<file path="config.mk">
export PLATFORM = sky130hd
export DESIGN_NAME = exp2_module
export DESIGN_NICKNAME = d
export VERILOG_FILES = /design/src/rtl/exp2_module.sv
export SDC_FILE = /design/constraint.sdc
export NUM_CORES = 2
export LEC_CHECK = 0
export ABC_AREA = 1
export BUFFER_PORTS_ARGS = -buffer_cell sky130_fd_sc_hd__buf_2
export CAP_MARGIN = 20
export CORE_UTILIZATION = 60
export DETAILED_ROUTE_END_ITERATION = 10
export HOLD_SLACK_MARGIN = 0.02
export PLACE_DENSITY_LB_ADDON = 0.12
export REMOVE_ABC_BUFFERS = 1
export SLEW_MARGIN = 10
export SYNTH_ARGS = -nofsm -noshare
export SYNTH_HDL_FRONTEND = slang
export SYNTH_SLANG_ARGS = --single-unit
</file>
<file path="constraint.sdc">
create_clock -name clk -period 23.2 [get_ports clk]
set_input_delay 3.48 -clock clk [delete_from_list [all_inputs] [get_ports clk]]
set_output_delay 3.48 -clock clk [all_outputs]
set_load 0.05 [all_outputs]
</file>
<file path="src/rtl/exp2_module.sv">
`timescale 1ns/1ps
// exp2_module: iterative fixed-point 2^x antilog, one constant multiply per fractional bit.
// Optional build macro EXP_ROUND_EN: round-to-nearest in the iteration multiply and final right shift.
module exp2_module #(
    parameter int IN_W = 16,
    parameter int Q_L  = 11,
    parameter int Q_M  = 15
) (
    input  logic            clk,
    input  logic            rst_n,
    input  logic [IN_W-1:0] log_in,
    input  logic            data_valid,
    output logic            busy,
    output logic [31:0]     exp_out,
    output logic            exp_valid
);
    localparam int NW = IN_W - Q_L;
    localparam int KW = $clog2(Q_L + 2);

    typedef enum logic [1:0] {IDLE, ITER, SCALE} state_t;

    function automatic logic [63:0] isqrt(input logic [127:0] v);
        logic [63:0] r;
        logic [63:0] t;
        r = '0;
        for (int b = 63; b >= 0; b--) begin
            t = r | (64'd1 << b);
            if ({64'd0, t} * {64'd0, t} <= v) r = t;
        end
        return r;
    endfunction

    // 2^(2^-k) by repeated square roots in Q62, rounded to Q30
    function automatic logic [Q_L*32-1:0] gen_rom();
        logic [Q_L*32-1:0] rom;
        logic [63:0] x;
        rom = '0;
        x = isqrt(128'd2 << 124);
        for (int k = 0; k < Q_L; k++) begin
            rom[k*32 +: 32] = 32'((x + 64'h8000_0000) >> 32);
            x = isqrt({x, 64'd0} >> 2);
        end
        return rom;
    endfunction

    localparam logic [Q_L*32-1:0] ROM = gen_rom();

    state_t                state_q, state_d;
    logic [31:0]           m_q, m_d, out_q, out_d;
    logic [Q_L-1:0]        f_q, f_d;
    logic signed [NW-1:0]  n_q, n_d;
    logic [KW-1:0]         k_q, k_d;
    logic                  valid_q, valid_d;
    logic [31:0]           c_k, scaled;
    logic [63:0]           prod;
    logic [32:0]           rnd, shr;
    int                    s;
    logic                  sat;

    always_comb begin
        c_k = '0;
        for (int i = 0; i < Q_L; i++)
            if (k_q == KW'(i + 1)) c_k = ROM[i*32 +: 32];
`ifdef EXP_ROUND_EN
        prod = {32'd0, m_q} * {32'd0, c_k} + 64'h2000_0000;
`else
        prod = {32'd0, m_q} * {32'd0, c_k};
`endif
        s = (30 - Q_M) - int'(n_q);
        sat = int'(n_q) > 30 - Q_M;
`ifdef EXP_ROUND_EN
        rnd = (s[4:0] == 5'd0) ? 33'd0 : 33'd1 << (s[4:0] - 5'd1);
`else
        rnd = '0;
`endif
        shr = ({1'b0, m_q} + rnd) >> s[4:0];
        scaled = sat ? 32'h7FFF_FFFF : (s > 31) ? 32'd0 : (shr[32:31] != 2'b00) ? 32'h7FFF_FFFF : shr[31:0];
        state_d = state_q;
        m_d = m_q;
        f_d = f_q;
        n_d = n_q;
        k_d = k_q;
        out_d = out_q;
        valid_d = 1'b0;
        if (state_q == IDLE && data_valid) begin
            state_d = ITER;
            n_d = log_in[IN_W-1:Q_L];
            f_d = log_in[Q_L-1:0];
            m_d = 32'h4000_0000;
            k_d = KW'(1);
        end else if (state_q == ITER) begin
            m_d = f_q[Q_L-1] ? 32'(prod >> 30) : m_q;
            f_d = f_q << 1;
            k_d = k_q + KW'(1);
            state_d = (k_q == KW'(Q_L)) ? SCALE : ITER;
        end else if (state_q == SCALE) begin
            out_d = scaled;
            valid_d = 1'b1;
            state_d = IDLE;
        end
    end

    always_ff @(posedge clk or negedge rst_n) begin
        if (!rst_n) begin
            state_q <= IDLE;
            m_q <= '0;
            f_q <= '0;
            n_q <= '0;
            k_q <= '0;
            out_q <= '0;
            valid_q <= 1'b0;
        end else begin
            state_q <= state_d;
            m_q <= m_d;
            f_q <= f_d;
            n_q <= n_d;
            k_q <= k_d;
            out_q <= out_d;
            valid_q <= valid_d;
        end
    end

    assign busy = state_q != IDLE;
    assign exp_out = out_q;
    assign exp_valid = valid_q;
endmodule

</file>
==> reports/qor.yml <==
route:
  firstDrtPassIters: 5
  wl_um: 125400
  ant_nets: 0
  drcViolationCount: 0
  drt_iter0_drc: 3353
  vias: 30960
  viasPerCell: 5.764
  wl_per_cell_um: 23.36
synth:
  yosysUniqueCellTypes: 52
  syn_inst: 4652
  yosys_warnings: 0
  synth_edf_count: 0
  synth_top_cell_by_area: "fa_1"
  yosys-top-cells-count: "inv_1 (1146), nand2_1 (870), fa_1 (834), nor2_1 (639), ha_1 (276)"
  ys_ff_latch: 86
  avgSynthCellArea_um2: 7.850
  syn_area_um2: 36520
  synth.most_common_cell: "inv_1"
  synthFlopType: "dfrtp_1"
  yosys-top-cells-area: "fa_1 (46%), inv_1 (12%), ha_1 (9.5%), nand2_1 (8.9%), nor2_1 (6.6%)"
  synth.top_cell.area_share_pct: 45.72
  yosysSeqAreaShare_pct: 5.893
  synth-async-reset-ratio_pct: 100.0
finish:
  nNetsFinal: 5710
  syn_to_final_growth_pct: 3.632
  nFillCells: 5523
  drive_above_1_share_pct: 4.339
floorplanning:
  ios: 53
  die_w_um: 248.7
  initial_core_util_pct: 60.61
  core_um2: 60250
  die_y_um: 248.7
  dieArea_um2: 61850
  row_count: 90
clock_network:
  tritoncts: "yes"
  ctsHoldBuffers: 0
  cts_num_sinks: 86
  clock_path_buffers: 2
  cts-root-buf: "clkbuf_16"
  cts_buffers: 9
  post-cts-setup-buffer-count: 0
  cts_resized: 0
  clkTransAtPathRegs_ns: 0.08
  htree_levels: 3
  clock_latency_ns: 0.41
critical_path:
  critPathTopFamily: "adder cells"
  path_max_fanout: 23
  crit_arrival_ns: 10.24
  cp-end-kind: "flip-flop"
  r2r_start: "k_q[0]"
  regToRegSetupSlack_ns: 13.20
  critPathMaxStageDelay_ns: 0.91
  reg2reg_depth: 32
  r2r_end: "m_q[23]"
  crit_top_cell: "fa_1"
  cp_slowest_cell: "nor2_2"
  critPathRequiredTime_ns: 23.44
  setup.worst_path.start_class: "flip-flop"
  worst-path-buf-inv: 7
  crit_type: "reg2reg"
job:
  drv_cap: 0
hold_path:
  hold_class: "reg2reg"
  holdPathStages: 2
  hold_end: "exp_out[29]"
  hold_start: "exp_out[29]"
timing:
  rsz0062_at_grt: "false"
  min_period_ns: 10.00
  hold_viol_final: 0
  skew_ns: 0.02288
  max_freq_mhz: 99.97
  relSlewSlack_pct: 24.25
  tns_ns: 0
  drv_slew: 0
  tightest_slew_ns: 1.135
  fin_crit_sh_pct: 43.12
  final-setup-viol-count: 0
placed_design:
  routabilityCongestion: 1.008
  portBuffers: 51
  dp_hpwl_um: 97700
global_route:
  first_global_vias: 31800
  grt_pass1_wl_um: 193800
  grt_overflow: 0
  grt_max_degree: 62
  antenna_found_initial: 1
  track_usage_pct: 42.34
outcome:
  status: "finished clean"
==> state kept, by name, summed over array words and instances, names as in the netlist <==
register   count
n_q            5
exp_out       31
f_q           11
k_q            4
state_q        2
exp_valid      1
m_q           32
==> through the flow <==
step | utilization (%) | instance area [um2] | instances | hold WS [ns] | setup slack (ns)
detailed placement | 62.25 | 37500 | 5352 | 0.4667 | 13.55
CTS | 62.80 | 37840 | 5368 | 0.4888 | 13.47
global route | 62.80 | 37840 | 5368 | 0.5070 | 12.70
floorplan | - | 35700 | 4446 | 0.4851 | 14.23
finish | 62.81 | 37840 | 5371 | 0.4809 | 13.20
global placement | 62.25 | 37500 | 5352 | 0.4597 | 13.48
==> cells in the final DEF, fill, tap and decap left out, types with 50 or more instances in the layout <==
| cell type | n |
|---|---|
| nand3_1 | 50 |
| dfrtp_1 | 85 |
| fa_1 | 834 |
| o21ai_0 | 168 |
| a21oi_1 | 123 |
| ha_1 | 276 |
| inv_1 | 1146 |
| buf_4 | 74 |
| nand2_1 | 869 |
| nor2_1 | 636 |
| buf_2 | 50 |
==> layout make-up <==
class,instances,area (um2),area share [%]
diodes,3,7.507,0.01984
clock buffers,9,225.2,0.5951
clock inverters,7,106.4,0.2810
inverters,1182,4437,11.72
multi-input cells,3178,29130,76.97
flip-flops and latches,86,2153,5.690
well taps,782,978.4,2.586
repair buffers,124,805.8,2.129
==> kinds of logic (layout without fill, tap and decap cells) <==
logic type,after synthesis,after routing,synth area share (%)
other cells,1,4,0.01027
mux,26,26,0.7127
fa+ha+maj,1110,1110,55.18
buf+inv,1388,1322,14.38
compound gates,408,408,6.233
xor+xnor,7,7,0.1679
flops,86,86,5.893
simple gates,1626,1626,17.43
==> routing by layer <==
metal	part of all wire, %	vias to the layer above	GRT usage [%]
li1	-	13360	-
met1	38	15390	57.57
met2	42	1818	62.02
met3	13	395	12.61
met4	6.3	2	20.87
met5	0.022	-	0
==> worst register-to-register path: cells and delay by family (launching register included) <==
family,cells,cell delay (ns)
compound gates,11,2.13
fa+ha+maj,10,4.54
buf+inv,7,1.17
flops,1,0.41
simple gates,4,1.59
==> worst max-delay path by stage <==
stage,cells after the start,to,start,slack (ns)
4_1_cts,34,m_q[31],k_q[0],13.47
3_5_place_dp,36,m_q[22],k_q[0],13.55
3_3_place_gp,33,m_q[31],k_q[0],13.48
5_1_grt,36,m_q[22],k_q[0],12.70
6_report,32,m_q[23],k_q[0],13.20
2_1_floorplan,34,m_q[22],k_q[0],14.23
Power is left out: the tool's default activity adds up to more than one toggle a clock period on the data nets, which glitch-free logic cannot reach.
